## config.mk

```make
export PLATFORM = sky130hd
export DESIGN_NAME = cdb_broadcast_queue
export DESIGN_NICKNAME = d
export VERILOG_FILES = /design/src/rtl/cdb_pkg.sv /design/src/rtl/cdb_broadcast_queue_rr_arbiter.sv /design/src/rtl/cdb_broadcast_queue.sv
export SDC_FILE = /design/constraint.sdc
export NUM_CORES = 1
export LEC_CHECK = 0
export CAP_MARGIN = 20
export CORE_MARGIN = 4
export CORE_UTILIZATION = 54
export CTS_CLUSTER_SIZE = 10
export DETAILED_ROUTE_END_ITERATION = 8
export PLACE_DENSITY = 0.84
export SETUP_SLACK_MARGIN = 0.02
export SLEW_MARGIN = 20
export SYNTH_ARGS = -nofsm -noshare
export SYNTH_HDL_FRONTEND = slang
export SYNTH_SLANG_ARGS = --single-unit
```

## constraint.sdc

```tcl
create_clock -name clk -period 8.8 [get_ports clk]
set_input_delay 2.2 -clock clk [delete_from_list [all_inputs] [get_ports clk]]
set_output_delay 2.2 -clock clk [all_outputs]
set_load 0.01 [all_outputs]
```

## src/rtl/cdb_pkg.sv

```systemverilog
// rtl/cdb_pkg.sv - shared defaults and entry field widths for the CDB broadcast queue
package cdb_pkg;

   localparam int CDB_NUM_FU      = 4;
   localparam int CDB_DATA_WIDTH  = 32;
   localparam int CDB_TAG_WIDTH   = 7;
   localparam int CDB_DEPTH       = 8;

   // Entry layout: {tag, data}, tag in the upper bits
   localparam int CDB_ENTRY_TAG_W  = CDB_TAG_WIDTH;
   localparam int CDB_ENTRY_DATA_W = CDB_DATA_WIDTH;
   localparam int CDB_ENTRY_WIDTH  = CDB_ENTRY_TAG_W + CDB_ENTRY_DATA_W;

   // Index width that stays legal for a single requester
   function automatic int idx_width(input int n);
      return (n > 1) ? $clog2(n) : 1;
   endfunction

endpackage

```

## src/rtl/cdb_broadcast_queue_rr_arbiter.sv

```systemverilog
// rtl/cdb_broadcast_queue_rr_arbiter.sv - round-robin arbiter with rotating priority pointer
module rr_arbiter
   import cdb_pkg::*;
#(
   parameter  int NUM_FU = CDB_NUM_FU,
   localparam int IDX_W  = idx_width(NUM_FU)
) (
   input  logic              clk,
   input  logic              rst,
   input  logic [NUM_FU-1:0] req,
   input  logic              enable,
   output logic [NUM_FU-1:0] grant,
   output logic [IDX_W-1:0]  grant_idx
);

   localparam int               CW       = IDX_W + 1;
   localparam logic [CW-1:0]    NUM_FU_W = CW'(NUM_FU);
   localparam logic [IDX_W-1:0] LAST_IDX = IDX_W'(NUM_FU - 1);

   logic [IDX_W-1:0] ptr_q, ptr_d;
   logic [CW-1:0]    cand;
   logic             found;
   logic             grant_valid;

   // Scan requesters starting at the pointer; first pending one wins
   always_comb begin
      grant     = '0;
      grant_idx = '0;
      found     = 1'b0;
      cand      = '0;
      for (int k = 0; k < NUM_FU; k++) begin
         cand = {1'b0, ptr_q} + CW'(k);
         if (cand >= NUM_FU_W) begin
            cand = cand - NUM_FU_W;
         end
         if (!found && req[cand[IDX_W-1:0]]) begin
            found     = 1'b1;
            grant_idx = cand[IDX_W-1:0];
         end
      end
      grant_valid = found && enable;
      if (grant_valid) begin
         grant[grant_idx] = 1'b1;
      end
   end

   // Pointer moves just past the winner, only when a grant is issued
   always_comb begin
      ptr_d = ptr_q;
      if (grant_valid) begin
         ptr_d = (grant_idx == LAST_IDX) ? '0 : grant_idx + 1'b1;
      end
   end

   // Priority pointer register
   always_ff @(posedge clk) begin
      if (rst) begin
         ptr_q <= '0;
      end else begin
         ptr_q <= ptr_d;
      end
   end

endmodule

```

## src/rtl/cdb_broadcast_queue.sv

```systemverilog
// rtl/cdb_broadcast_queue.sv - collects FU results and broadcasts them in grant order on the CDB
module cdb_broadcast_queue
   import cdb_pkg::*;
#(
   parameter  int NUM_FU     = CDB_NUM_FU,
   parameter  int DATA_WIDTH = CDB_DATA_WIDTH,
   parameter  int TAG_WIDTH  = CDB_TAG_WIDTH,
   parameter  int DEPTH      = CDB_DEPTH,
   localparam int PTR_W      = $clog2(DEPTH),
   localparam int CNT_W      = PTR_W + 1,
   localparam int IDX_W      = idx_width(NUM_FU)
) (
   input  logic                         clk,
   input  logic                         rst,
   input  logic [NUM_FU-1:0]            fu_done,
   input  logic [NUM_FU*TAG_WIDTH-1:0]  fu_tag,
   input  logic [NUM_FU*DATA_WIDTH-1:0] fu_result,
   output logic [NUM_FU-1:0]            fu_queued,
   output logic                         cdb_valid,
   output logic [TAG_WIDTH-1:0]         cdb_tag,
   output logic [DATA_WIDTH-1:0]        cdb_data,
   input  logic                         cdb_ready,
   output logic [CNT_W-1:0]             count
);

   typedef struct packed {
      logic [TAG_WIDTH-1:0]  tag;
      logic [DATA_WIDTH-1:0] data;
   } entry_t;

   localparam logic [CNT_W-1:0] DEPTH_C = CNT_W'(DEPTH);

   entry_t            mem_q [DEPTH];
   entry_t            mem_d [DEPTH];
   entry_t            wr_entry;
   entry_t            head_entry;
   logic [NUM_FU-1:0] pending_q, pending_d;
   logic [NUM_FU-1:0] queued_q, queued_d;
   logic [NUM_FU-1:0] grant;
   logic [IDX_W-1:0]  grant_idx;
   logic [PTR_W-1:0]  head_q, head_d;
   logic [PTR_W-1:0]  tail_q, tail_d;
   logic [CNT_W-1:0]  count_q, count_d;
   logic              pop;
   logic              push;
   logic              accept;

   // A slot is available if the queue is not full or the head leaves this cycle
   assign cdb_valid = (count_q != '0);
   assign pop       = cdb_valid && cdb_ready;
   assign accept    = (count_q < DEPTH_C) || pop;
   assign push      = |grant;

   // Arbitration sees only registered pending flags, never same-cycle fu_done
   rr_arbiter #(
      .NUM_FU    (NUM_FU)
   ) u_arb (
      .clk       (clk),
      .rst       (rst),
      .req       (pending_q),
      .enable    (accept),
      .grant     (grant),
      .grant_idx (grant_idx)
   );

   // Capture the granted FU's tag and result; they are held stable while pending
   always_comb begin
      wr_entry.tag  = fu_tag[grant_idx*TAG_WIDTH +: TAG_WIDTH];
      wr_entry.data = fu_result[grant_idx*DATA_WIDTH +: DATA_WIDTH];
   end

   // Head entry drives the bus; zeroed when the queue is empty
   always_comb begin
      head_entry = mem_q[head_q];
      cdb_tag    = cdb_valid ? head_entry.tag  : '0;
      cdb_data   = cdb_valid ? head_entry.data : '0;
   end

   assign fu_queued = queued_q;
   assign count     = count_q;

   // Next-state for pending flags, acknowledgements, pointers, occupancy and storage
   always_comb begin
      pending_d = (pending_q & ~grant) | fu_done;
      queued_d  = grant;
      head_d    = pop  ? head_q + 1'b1 : head_q;
      tail_d    = push ? tail_q + 1'b1 : tail_q;
      count_d   = count_q;
      case ({push, pop})
         2'b10:   count_d = count_q + 1'b1;
         2'b01:   count_d = count_q - 1'b1;
         default: count_d = count_q;
      endcase
      mem_d = mem_q;
      if (push) begin
         mem_d[tail_q] = wr_entry;
      end
   end

   // Control state; reset wins over any grant, pop or completion
   always_ff @(posedge clk) begin
      if (rst) begin
         pending_q <= '0;
         queued_q  <= '0;
         head_q    <= '0;
         tail_q    <= '0;
         count_q   <= '0;
      end else begin
         pending_q <= pending_d;
         queued_q  <= queued_d;
         head_q    <= head_d;
         tail_q    <= tail_d;
         count_q   <= count_d;
      end
   end

   // Entry storage; contents are meaningless outside the occupied window
   always_ff @(posedge clk) begin
      mem_q <= mem_d;
   end

endmodule

```

# [After elaboration in Yosys (flattened, before gate mapping)]
# Cells that the tools add are included.
# W data, S select, Z words.
[classes] add_sub_neg=12 mul=1 order_cmp=14 eq_ne=3 n_shift=2 muxes=33 bitwise=5 reduce_logical=14
[op_table] cell="$bwmux W312" n=1
[op_table] cell="$shiftx A128 B8 Y32" n=1
[op_table] cell="$bmux W39 S3" n=1
[op_table] cell="$demux W39 S3" n=1
[op_table] cell="$mux W39" n=3
[op_table] cell="$mux W32" n=1
[op_table] cell="$shiftx A28 B6 Y7" n=1
[op_table] cell="$mux W2" n=9
[op_table] cell="$lt A2 B3 Y1 const B" n=5
[op_table] cell="$ge A3 B3 Y1 const B" n=3
[op_table] cell="$mux W1" n=9
[op_table] cell="$bmux W1 S2" n=4
[op_table] cell="$ge A4 B4 Y1 const B" n=2
[op_table] cell="$not A3 Y4" n=2
[op_table] cell="$pmux W4 S2" n=1
[op_table] cell="$sub A2 B1 Y2 const B" n=4
[op_table] cell="$logic_and A1 B1 Y1" n=7
[op_table] cell="$mux W7" n=1
[op_table] cell="$add A2 B2 Y3 const B" n=2
[op_table] cell="$add A3 B1 Y3 const B" n=2
[op_table] cell="$mul A2 B3 Y5 const B" n=1
[op_table] cell="$add A4 B1 Y4 const B" n=1
[op_table] cell="$and A4 B4 Y4" n=1
[op_table] cell="$eq A2 B2 Y1 const B" n=2
[op_table] cell="other kinds (17)" n=19
[word_totals] reg_bits=332 out_inout_bits=48 elab_cells=106

# [Depth between registers and ports, before layout]
# Gate-level depths: netlist of the first run.
[depth] ltp_word=22 ltp_mapped=17 ltp_nobuf=14

# [Cells and area by module]
# From an unflattened synthesis of the first run, not the netlist that was laid out.
[hier_totals] hier_cells=671 area_unflattened_um2=13819.5
[by_module_without_submodules] mod="cdb_broadcast_queue" instances=1 cells_each=639 area_each_um2=13549.2
[by_module_without_submodules] mod="rr_arbiter" instances=1 cells_each=32 area_each_um2=270.3

# [Least setup slack after synthesis of the first run]
# Ideal clock, no wire load.
[synth_timing] kind="input -> register" start="in cdb_ready" end="reg mem_q[156] (netlist bit) (enable)" arrival_time_ns=6.568 required_ns=8.267 setup_slack_ns=1.699 stages=5 path_cell_list="inv_1 > a21o_1 > a31oi_4 > inv_2 > nor4_1"
[synth_between] elab_chain_len=5
[synth_lines] element="start, declared" line_no="cdb_broadcast_queue.sv:22" rtl="input logic cdb_ready,"
[synth_lines] element="$logic_and A1 B1 Y1" line_no="cdb_broadcast_queue.sv:50" rtl="assign pop = cdb_valid && cdb_ready;"
[synth_lines] element="$logic_or A1 B1 Y1" line_no="cdb_broadcast_queue.sv:51" rtl="assign accept = (count_q < DEPTH_C) || pop;"
[synth_lines] element="$logic_and A1 B1 Y1" line_no="cdb_broadcast_queue_rr_arbiter.sv:41" rtl="grant_valid = found && enable;"
[synth_lines] element="$mux W4" line_no="cdb_broadcast_queue_rr_arbiter.sv:42" rtl="if (grant_valid) begin"
[synth_lines] element="$reduce_or A4 Y1" line_no="cdb_broadcast_queue.sv:52" rtl="assign push = |grant;"
[synth_lines] element="end signal, assigned" line_no="cdb_broadcast_queue.sv:119" rtl="mem_q <= mem_d;"
[synth_lines] element="end, declared" line_no="cdb_broadcast_queue.sv:33" rtl="entry_t mem_q [DEPTH];"
# Every way passes these cells.
# A chain may end at the register's enable or synchronous reset.

# [Worst setup path in the final report of the first run]
[layout_timing] start="reg head_q[0]" end="out cdb_data[4]"
[layout_between] elab_chain_len=5
[layout_lines] element="start, declared" line_no="cdb_broadcast_queue.sv:41" rtl="logic [PTR_W-1:0] head_q, head_d;"
[layout_lines] element="start signal, assigned" line_no="cdb_broadcast_queue.sv:105" rtl="head_q <= '0;"
[layout_lines] element="start signal, assigned" line_no="cdb_broadcast_queue.sv:111" rtl="head_q <= head_d;"
[layout_lines] element="$not A3 Y4 (implied by the code)" line_no="cdb_broadcast_queue.sv:74" rtl="head_entry = mem_q[head_q];"
[layout_lines] element="$bmux W39 S3" line_no="cdb_broadcast_queue.sv:74"
[layout_lines] element="$mux W39 (implied by the code) (2 in a row)" line_no="cdb_broadcast_queue.sv:74"
[layout_lines] element="$mux W32" line_no="cdb_broadcast_queue.sv:76" rtl="cdb_data = cdb_valid ? head_entry.data : '0;"
[layout_lines] element="end, declared" line_no="cdb_broadcast_queue.sv:21" rtl="output logic [DATA_WIDTH-1:0] cdb_data,"
# Every way passes these cells. The select of a mux whose other input is x is not followed.

==> results.sh, run 1 <==
export IMPL_outcome="completed"
export IMPL_synthSimpleGateAreaFrac=0.0328
export IMPL_synth_area_per_cell_um2=19.0
export IMPL_post_cts_resize_count=0
export IMPL_required_ns=6.60
export IMPL_drt_wirelength_per_cell_um=24.7
export IMPL_fin_crit_ns=5.58
export IMPL_track_usage=0.222
export IMPL_clock_latency_ns=0.50
export IMPL_numCtsBuffers=39
export IMPL_route_detailed_drc=0
export IMPL_path_buf_inv=3
export IMPL_cp_start_kind="register"
export IMPL_peakVddDrop_uv=188
export IMPL_place_area_um2=16600
export IMPL_synthTopCellsByArea="edfxtp_1, mux4_2, mux2i_1, dfxtp_1, nor2_1"
export IMPL_intPower_mw=3.90
export IMPL_finalWirelength_um=32600
export IMPL_path_cells="buf_16 -> buf_4 -> mux4_2 -> mux2i_1 -> nor2_1 -> clkdlybuf4s50_1"
export IMPL_seq_area_frac_synth=0.689
export IMPL_pwr_share_seq=0.414
export IMPL_final_instance_count_excl_fill=1320
export IMPL_drtIter0Drc=651
export IMPL_antenna_found_initial=0
export IMPL_p_leak_nw=5.81
export IMPL_ioPinCount=211
export IMPL_timing_hold_ws_ns=0.536
export IMPL_syn_cell_area_um2=14200
export IMPL_syn2layout_area_growth_pct=25.0
export IMPL_clkTransAtPathRegs_ns=0.05
export IMPL_grt_pass1_vias=8316
export IMPL_synth_area_leader_cell="edfxtp_1"
export IMPL_path_class="reg -> out"
export IMPL_crit_family="buffers and inverters"
export IMPL_final_area_um2=17700
export IMPL_multi_input_area_um2=4150
export IMPL_drv_slew=0
export IMPL_vias_per_cell=5.95
export IMPL_tns_ns=0
export IMPL_cts_tree="done"
export IMPL_grt_pass1_wl_um=48800
export IMPL_synthArstFlopShare=0
export IMPL_cts_buffer_depth=3
export IMPL_drive_gt1_frac=0.159
export IMPL_synth_xor_area_frac=0.00371
export IMPL_finalClockSkew_ns=0.00831
export IMPL_core_um2=25900
export IMPL_yosysUniqueCellTypes=41
export IMPL_netlist_top_cells_count="edfxtp_1, mux2i_1, mux4_2"
export IMPL_firstDrtPassIters=5
export IMPL_final_nets=1140
export IMPL_ant_nets=0
export IMPL_num_fill_cells=1623
export IMPL_power_density_nw_per_um2=317
export IMPL_synth_top_family_by_area="multiplexers"
export IMPL_hpwl_um=17800
export IMPL_ys_ff_latch=332
export IMPL_synth_most_common_cell="edfxtp_1"
export IMPL_num_vias=7853
export IMPL_syn_num_nets=916
export IMPL_path_max_fanout=38
export IMPL_setup_viol_count_final=0
export IMPL_netlist_area_leader_share=0.661
export IMPL_grt_remaining_overflow=0
export IMPL_port_buffers=210
export IMPL_grt_max_degree=81
export IMPL_die_area_um2=28900
export IMPL_comb_power_share=0.336
export IMPL_root_buffer="clkbuf_16"
export IMPL_synthAdderAreaFrac=0.00529
export IMPL_register_area_um2=9780
export IMPL_dieWidth_um=170
export IMPL_cts_hold_buf=0
export IMPL_cp_arrival_ns=3.38
export IMPL_yosysWarnings=0
export IMPL_p_switching_mw=1.72
export IMPL_clock_fmax_mhz=179
export IMPL_tightest_slew_ns=0.873
export IMPL_p_sw_frac=0.306
export IMPL_max_stage_delay_ns=0.60
export IMPL_crit_path_end_kind="primary output"
export IMPL_synth_flop_cell="edfxtp_1"
export IMPL_num_rows=59
export IMPL_synth_compound_gate_area_share=0.00979
export IMPL_initial_utilization=0.547
export IMPL_gp_congestion=0.705
export IMPL_hp_class="reg -> reg"
export IMPL_power_frac_clock=0.250
export IMPL_synthesis_instances=747
export IMPL_synth_mux_area_frac=0.237
export IMPL_maxCapViolCount=0
export IMPL_n_antenna_cell=0
export IMPL_fin_crit_sh=0.634
export IMPL_htree_levels=2
export IMPL_cts_sinks=332
export IMPL_hold_violations=0
export IMPL_cts_setup_buffers=0
export IMPL_fp_dieH_um=170
export IMPL_max_slew_margin_rel=0.402
export IMPL_synth_edff_count=312
export IMPL_dp_cells=1263
export IMPL_rsz0062_at_grt="no"
export IMPL_critPathSlowestCell="mux4_2"
## path summary, 6_finish.rpt
path / start / to / slack, ns / cells past startpoint
min: u_arb.ptr_q[0]$_SDFFE_PP0P_ / u_arb.ptr_q[0]$_SDFFE_PP0P_ / 0.54 / 2
max: head_q[0]$_SDFFE_PP0P_ / cdb_data[4] / 3.22 / 6
max reg2reg: pending_q[1]$_SDFF_PP0_ / mem_q[46]$_DFFE_PP_ / 4.49 / 10
min reg2reg: u_arb.ptr_q[0]$_SDFFE_PP0P_ / u_arb.ptr_q[0]$_SDFFE_PP0P_ / 0.54 / 2
## cell families after synthesis
family,Yosys count
flip-flops,332
multiplexers,238
AND/OR/NAND/NOR,94
buffers and inverters,51
AO/OA/AOI/OAI,20
XOR/XNOR,6
adder cells (fa/ha/maj),6
## power by group through the flow
| stage | combinational (mW) | clock (mW) | sequential (mW) |
|---|---|---|---|
| after floorplan | 1.15 | 0 | 2.30 |
| after global placement | 1.77 | 0 | 2.37 |
| after detailed placement | 1.80 | 0 | 2.39 |
| after CTS | 1.84 | 1.43 | 2.37 |
| after global routing | 2.01 | 1.50 | 2.34 |
| final | 1.88 | 1.41 | 2.32 |
## metal layers
metal	vias to the layer above	routed length, um	global-route usage
met2	375	17100	0.379
met1	3981	12200	0.295
met4	0	660	0.0601
li1	3453	-	-
met5	-	0	0
met3	44	2650	0.0453
## worst min-delay path, stage by stage (launching register included)
cell and delay [ns]:
dfxtp_1 0.33, nor2_1 0.11, a211oi_1 0.05
## cell usage in the layout, fill, tap and decap left out, types with 4 or more instances in the layout
cell type        netlist  routed
a21oi_1                9       9
nand2b_1               6       6
inv_1                  5       5
xor2_1                 5       5
edfxtp_1             312     312
nand2_1                7       7
ha_1                   6       6
mux2i_1              158     158
mux4_2                78      78
nor2_1                55      55
nor2b_1                4       4
clkbuf_16              0      41
nor4_2                 2       5
buf_4                  8      16
clkdlybuf4s50_1        0     210
dfxtp_1               20      17
clkbuf_1              16      12
## metrics by stage
step / setup WS [ns] / utilization / power, mW
5_1_grt: 2.99 / 0.684 / 5.86
3_3_place_gp: 3.51 / 0.640 / 4.13
4_1_cts: 2.90 / 0.682 / 5.64
2_1_floorplan: 1.70 / - / 3.45
3_5_place_dp: 3.47 / 0.640 / 4.19
6_report: 3.22 / 0.684 / 5.61
## state kept, by name (all words and copies together) (netlist names)
signal       cells
head_q           3
count            4
u_arb.ptr_q      2
fu_queued        4
tail_q           3
pending_q        4
mem_q          312
## area by class of cell
| type | instances | area share |
|---|---|---|
| timing repair buffer | 228 | 0.128 |
| tap | 335 | 0.0236 |
| multi-input combinational | 364 | 0.234 |
| clock inverter | 2 | 0.000565 |
| sequential | 332 | 0.552 |
| inverter | 6 | 0.00127 |
| clock buffer | 53 | 0.0604 |
Power figures use the tool's default switching activity.
==> inputs of run 2 (changes only) <==
clock period = 5.2 ns   (was 8.8 ns; I/O delays follow)
==> run 2 against run 1 <==
  * Critical path depth is 1 lower
  * Cell count rose by 0.38%
  * Sequential share of layout area decreased by 0.093 points
  * Die area unchanged
  * Total power grew 69%
  * Sequential power increased by 70%
  * Global-route usage rose by 0.31 points
  * Worst setup slack lost 2.3 ns
  * Utilization rose by 0.12 points
  * Clock-buffer cell count rose by 3
  * Cell area grew 0.17%
  * Routed wire length about the same
  * Largest cell class unchanged
==> results.sh, run 2 (same netlist as run 1, synthesis figures left out) <==
export IMPL_outcome="completed"
export IMPL_peakVddDrop_uv=505
export IMPL_grt_pass1_wl_um=49700
export IMPL_gp_congestion=0.719
export IMPL_syn2layout_area_growth_pct=25.2
export IMPL_tightest_slew_ns=0.889
export IMPL_max_stage_delay_ns=0.90
export IMPL_cp_arrival_ns=3.01
export IMPL_clock_latency_ns=0.51
export IMPL_numCtsBuffers=39
export IMPL_hpwl_um=18100
export IMPL_dieWidth_um=170
export IMPL_drive_gt1_frac=0.161
export IMPL_final_cell_mix="edfxtp_1, clkdlybuf4s50_1, mux2i_1, mux4_2, nor2_1"
export IMPL_cp_start_kind="register"
export IMPL_htree_levels=2
export IMPL_path_buf_inv=2
export IMPL_route_detailed_drc=0
export IMPL_track_usage=0.225
export IMPL_fp_dieH_um=170
export IMPL_cts_hold_buf=0
export IMPL_num_fill_cells=1614
export IMPL_cts_sinks=332
export IMPL_register_area_um2=9780
export IMPL_grt_met3_usage=0.0407
export IMPL_fin_total_pwr_mw=9.51
export IMPL_initial_utilization=0.547
export IMPL_fin_crit_sh=0.829
export IMPL_place_area_um2=16700
export IMPL_p_leak_nw=5.83
export IMPL_final_area_um2=17800
export IMPL_root_buffer="clkbuf_16"
export IMPL_multi_input_area_um2=4150
export IMPL_cts_buffer_depth=3
export IMPL_max_slew_margin_rel=0.407
export IMPL_finalWirelength_um=32600
export IMPL_fin_crit_ns=4.31
export IMPL_clkTransAtPathRegs_ns=0.06
export IMPL_required_ns=3.90
export IMPL_post_cts_resize_count=0
export IMPL_top_register="mem_q"
export IMPL_largest_reg_flops=312
export IMPL_final_common_cell="edfxtp_1"
export IMPL_firstDrtPassIters=5
export IMPL_cts_tree="done"
export IMPL_maxCapViolCount=0
export IMPL_ant_nets=0
export IMPL_ioPinCount=211
export IMPL_grtUsageMet1=0.292
export IMPL_final_nets=1143
export IMPL_setup_viol_count_final=0
export IMPL_hold_violations=0
export IMPL_drv_slew=0
export IMPL_critPathSlowestCell="dfxtp_4"
export IMPL_drt_wirelength_per_cell_um=24.6
export IMPL_power_density_nw_per_um2=535
export IMPL_crit_family="buffers and inverters"
export IMPL_grt_pass1_vias=8475
export IMPL_port_buffers=210
export IMPL_vias_per_cell=5.99
export IMPL_grt_remaining_overflow=0
export IMPL_core_um2=25900
export IMPL_die_area_um2=28900
export IMPL_n_antenna_cell=0
export IMPL_num_vias=7939
export IMPL_finalClockSkew_ns=0.0161
export IMPL_num_rows=59
export IMPL_grt_busiest_layer="met2"
export IMPL_antenna_found_initial=0
export IMPL_crit_path_end_kind="primary output"
export IMPL_clock_fmax_mhz=232
export IMPL_path_cells="buf_4 -> mux4_2 -> mux2i_1 -> nor2_1 -> clkdlybuf4s50_1"
export IMPL_grt_max_degree=57
export IMPL_drtIter0Drc=653
export IMPL_grt_use_met2=0.392
export IMPL_rsz0062_at_grt="no"
export IMPL_hp_class="reg -> reg"
export IMPL_path_max_fanout=56
export IMPL_cts_setup_buffers=0
export IMPL_path_class="reg -> out"
-- run 2: per-stage QoR --
stage | hold slack (ns) | util | cells | worst slack [ns] | TNS, ns
after floorplan | 0.475 | - | 747 | -1.00 | -156.08
after global placement | 0.503 | 0.643 | 1268 | 1.31 | 0
after detailed placement | 0.502 | 0.643 | 1268 | 1.23 | 0
after CTS | 0.532 | 0.685 | 1325 | 0.859 | 0
after global routing | 0.563 | 0.685 | 1325 | 0.781 | 0
final | 0.543 | 0.685 | 1325 | 0.888 | 0
-- run 2: path summary, 6_finish.rpt --
kind | slack [ns] | from | endpoint | cells after the start
worst min-delay path | 0.54 | pending_q[2]$_SDFF_PP0_ | pending_q[2]$_SDFF_PP0_ | 2
worst max register to register | 1.79 | pending_q[2]$_SDFF_PP0_ | mem_q[96]$_DFFE_PP_ | 7
worst max-delay path | 0.89 | head_q[1]$_SDFFE_PP0P_ | cdb_data[18] | 5
worst min register to register | 0.54 | pending_q[2]$_SDFF_PP0_ | pending_q[2]$_SDFF_PP0_ | 2
-- run 2: tightest hold or removal path, cell delays in order (launching register included) --
cell     delay, ns
dfxtp_1       0.33
nor2_1        0.11
nor3_1        0.05
-- run 2: cell type report --
class | instances | area share
clock buffer | 56 | 0.0610
multi-input combinational | 364 | 0.234
sequential | 332 | 0.551
timing repair buffer | 231 | 0.129
inverter | 6 | 0.00127
tap | 335 | 0.0236
clock inverter | 1 | 0.000493
-- run 2: metal layers --
metal,up-vias,wire (um)
li1,3468,-
met1,4055,12300
met2,363,17300
met3,53,2340
met4,0,696
met5,-,0
-- run 2: where the power goes --
part           internal [mW]  total (mW)  switching (mW)
clock network           1.42        2.39           0.961
registers               3.72        3.95           0.225
logic                   1.47        3.17            1.70
==> inputs of run 3 (changes only) <==
clock period = 4.4 ns   (was 5.2 ns; I/O delays follow)
==> run 3 against run 2 <==
  * Global-route usage rose by 0.23 points
  * Non-clock buffer count rose by 5
  * Sequential share of layout area fell by 0.17 points
  * Worst setup slack got worse by 0.50 ns
  * Hold slack got worse by 0.019 ns
  * Register-to-register slack got worse by 0.68 ns
  * Critical endpoint is now cdb_data[31]
==> results.sh, run 3 (same netlist as run 1, synthesis figures left out) <==
export IMPL_outcome="completed"
export IMPL_finalWirelength_um=33000
export IMPL_grtUsageMet1=0.297
export IMPL_cp_arrival_ns=2.91
export IMPL_vias_per_cell=5.96
export IMPL_worst_r2r_startpoint="pending_q[2]$_SDFF_PP0_"
export IMPL_drv_slew=0
export IMPL_fp_dieH_um=170
export IMPL_drtIter0Drc=729
export IMPL_die_area_um2=28900
export IMPL_num_rows=59
export IMPL_grt_pass1_vias=8527
export IMPL_multi_input_area_um2=4180
export IMPL_reg2reg_slack_ns=1.11
export IMPL_root_buffer="clkbuf_16"
export IMPL_p_leak_nw=5.85
export IMPL_grt_max_degree=88
export IMPL_drive_gt1_frac=0.166
export IMPL_numCtsBuffers=39
export IMPL_finalClockSkew_ns=0.0125
export IMPL_min_from="u_arb.ptr_q[0]$_SDFFE_PP0P_"
export IMPL_n_antenna_cell=0
export IMPL_worstHoldPathCells=2
export IMPL_register_area_um2=9780
export IMPL_dp_cells=1273
export IMPL_ioPinCount=211
export IMPL_grt_use_met2=0.392
export IMPL_maxCapViolCount=0
export IMPL_tns_ns=0
export IMPL_path_max_fanout=18
export IMPL_clock_fmax_mhz=249
export IMPL_grt_pass1_wl_um=50100
export IMPL_hp_class="reg -> reg"
export IMPL_ant_nets=0
export IMPL_final_cell_mix="edfxtp_1, clkdlybuf4s50_1, mux2i_1, mux4_2, nor2_1"
export IMPL_cts_buffer_depth=3
export IMPL_r2r_end="count[2]$_SDFFE_PP0P_"
export IMPL_fin_crit_sh=0.911
export IMPL_crit_path_end_kind="primary output"
export IMPL_post_cts_resize_count=0
export IMPL_hpwl_um=19000
export IMPL_cts_setup_buffers=0
export IMPL_core_um2=25900
export IMPL_final_nets=1148
export IMPL_peakVddDrop_uv=398
export IMPL_cp_start_kind="register"
export IMPL_max_slew_margin_rel=0.402
export IMPL_hold_violations=0
export IMPL_rsz0062_at_grt="no"
export IMPL_hold_end="u_arb.ptr_q[0]$_SDFFE_PP0P_"
export IMPL_num_vias=7922
export IMPL_num_fill_cells=1601
export IMPL_setup_viol_count_final=0
export IMPL_grt_busiest_layer="met2"
export IMPL_grt_met3_usage=0.0425
export IMPL_rr_worst_depth=13
export IMPL_dieWidth_um=170
export IMPL_final_instance_count_excl_fill=1330
export IMPL_required_ns=3.30
export IMPL_antenna_found_initial=0
export IMPL_port_buffers=210
export IMPL_syn2layout_area_growth_pct=25.6
export IMPL_clkTransAtPathRegs_ns=0.06
export IMPL_timing_hold_ws_ns=0.524
export IMPL_htree_levels=2
export IMPL_power_density_nw_per_um2=631
export IMPL_route_detailed_drc=0
export IMPL_grt_remaining_overflow=0
export IMPL_top_register="mem_q"
export IMPL_tightest_slew_ns=0.894
export IMPL_cts_sinks=332
export IMPL_track_usage=0.228
export IMPL_largest_reg_flops=312
export IMPL_cts_tree="done"
export IMPL_clock_latency_ns=0.52
export IMPL_final_common_cell="edfxtp_1"
export IMPL_gp_congestion=0.745
export IMPL_firstDrtPassIters=5
export IMPL_cts_hold_buf=0
export IMPL_drt_wirelength_per_cell_um=24.8
export IMPL_fin_crit_ns=4.01
export IMPL_initial_utilization=0.547
export IMPL_path_class="reg -> out"
[run 3: changes by cell type in the layout (fill, tap and decap cells not counted), moves of 2 or more]
cell and change:
nor4_2 -4, clkbuf_16 -2, inv_6 +3, nor4_4 +4
clkbuf_1 -3, buf_4 +4, clkinv_1 +2
[run 3: report_power, final]
part	internal (mW)	total, mW	leakage [nW]	switching (mW)
Sequential	4.40	4.65	3.01	0.248
Clock	1.61	2.78	0.515	1.17
Combinational	1.76	3.81	2.32	2.05
[run 3: per-stage QoR]
| stage | total power [mW] | setup slack (ns) | utilization | instance area (um^2) |
|---|---|---|---|---|
| after floorplan | 6.89 | -0.627 | - | 14200 |
| after global placement | 8.32 | 0.718 | 0.646 | 16700 |
| after detailed placement | 8.47 | 0.645 | 0.646 | 16700 |
| after CTS | 11.3 | 0.314 | 0.687 | 17800 |
| after global routing | 11.7 | 0.165 | 0.687 | 17800 |
| final | 11.2 | 0.390 | 0.687 | 17800 |
[run 3: worst max-delay path: stages, from the launching register on]
cell,delay (ns)
dfxtp_4,0.59
buf_4,0.42
mux4_2,0.56
mux2i_1,0.26
nor2_1,0.06
clkdlybuf4s50_1,0.49
[run 3: how the worst max path moves through the flow]
stage | start | to | slack (ns) | cells past startpoint
after global placement | cdb_ready | count[2]$_SDFFE_PP0P_ | 0.72 | 12
after CTS | head_q[0]$_SDFFE_PP0P_ | cdb_data[31] | 0.31 | 5
after floorplan | pending_q[1]$_SDFF_PP0_ | mem_q[0]$_DFFE_PP_ | -0.63 | 10
final | head_q[0]$_SDFFE_PP0P_ | cdb_data[31] | 0.39 | 5
after global routing | head_q[0]$_SDFFE_PP0P_ | cdb_tag[6] | 0.17 | 5
after detailed placement | cdb_ready | count[2]$_SDFFE_PP0P_ | 0.64 | 12
[run 3: area by class of cell]
cell class / instances / share of cell area
sequential: 332 / 0.549
tap: 335 / 0.0235
inverter: 6 / 0.00126
clock buffer: 51 / 0.0573
multi-input combinational: 364 / 0.235
clock inverter: 6 / 0.00218
timing repair buffer: 236 / 0.132
[run 3: per-layer routing]
metal	wire (um)	part of all wire
met1	12500	0.38
met2	17400	0.53
met3	2240	0.068
met4	875	0.026
met5	0	0
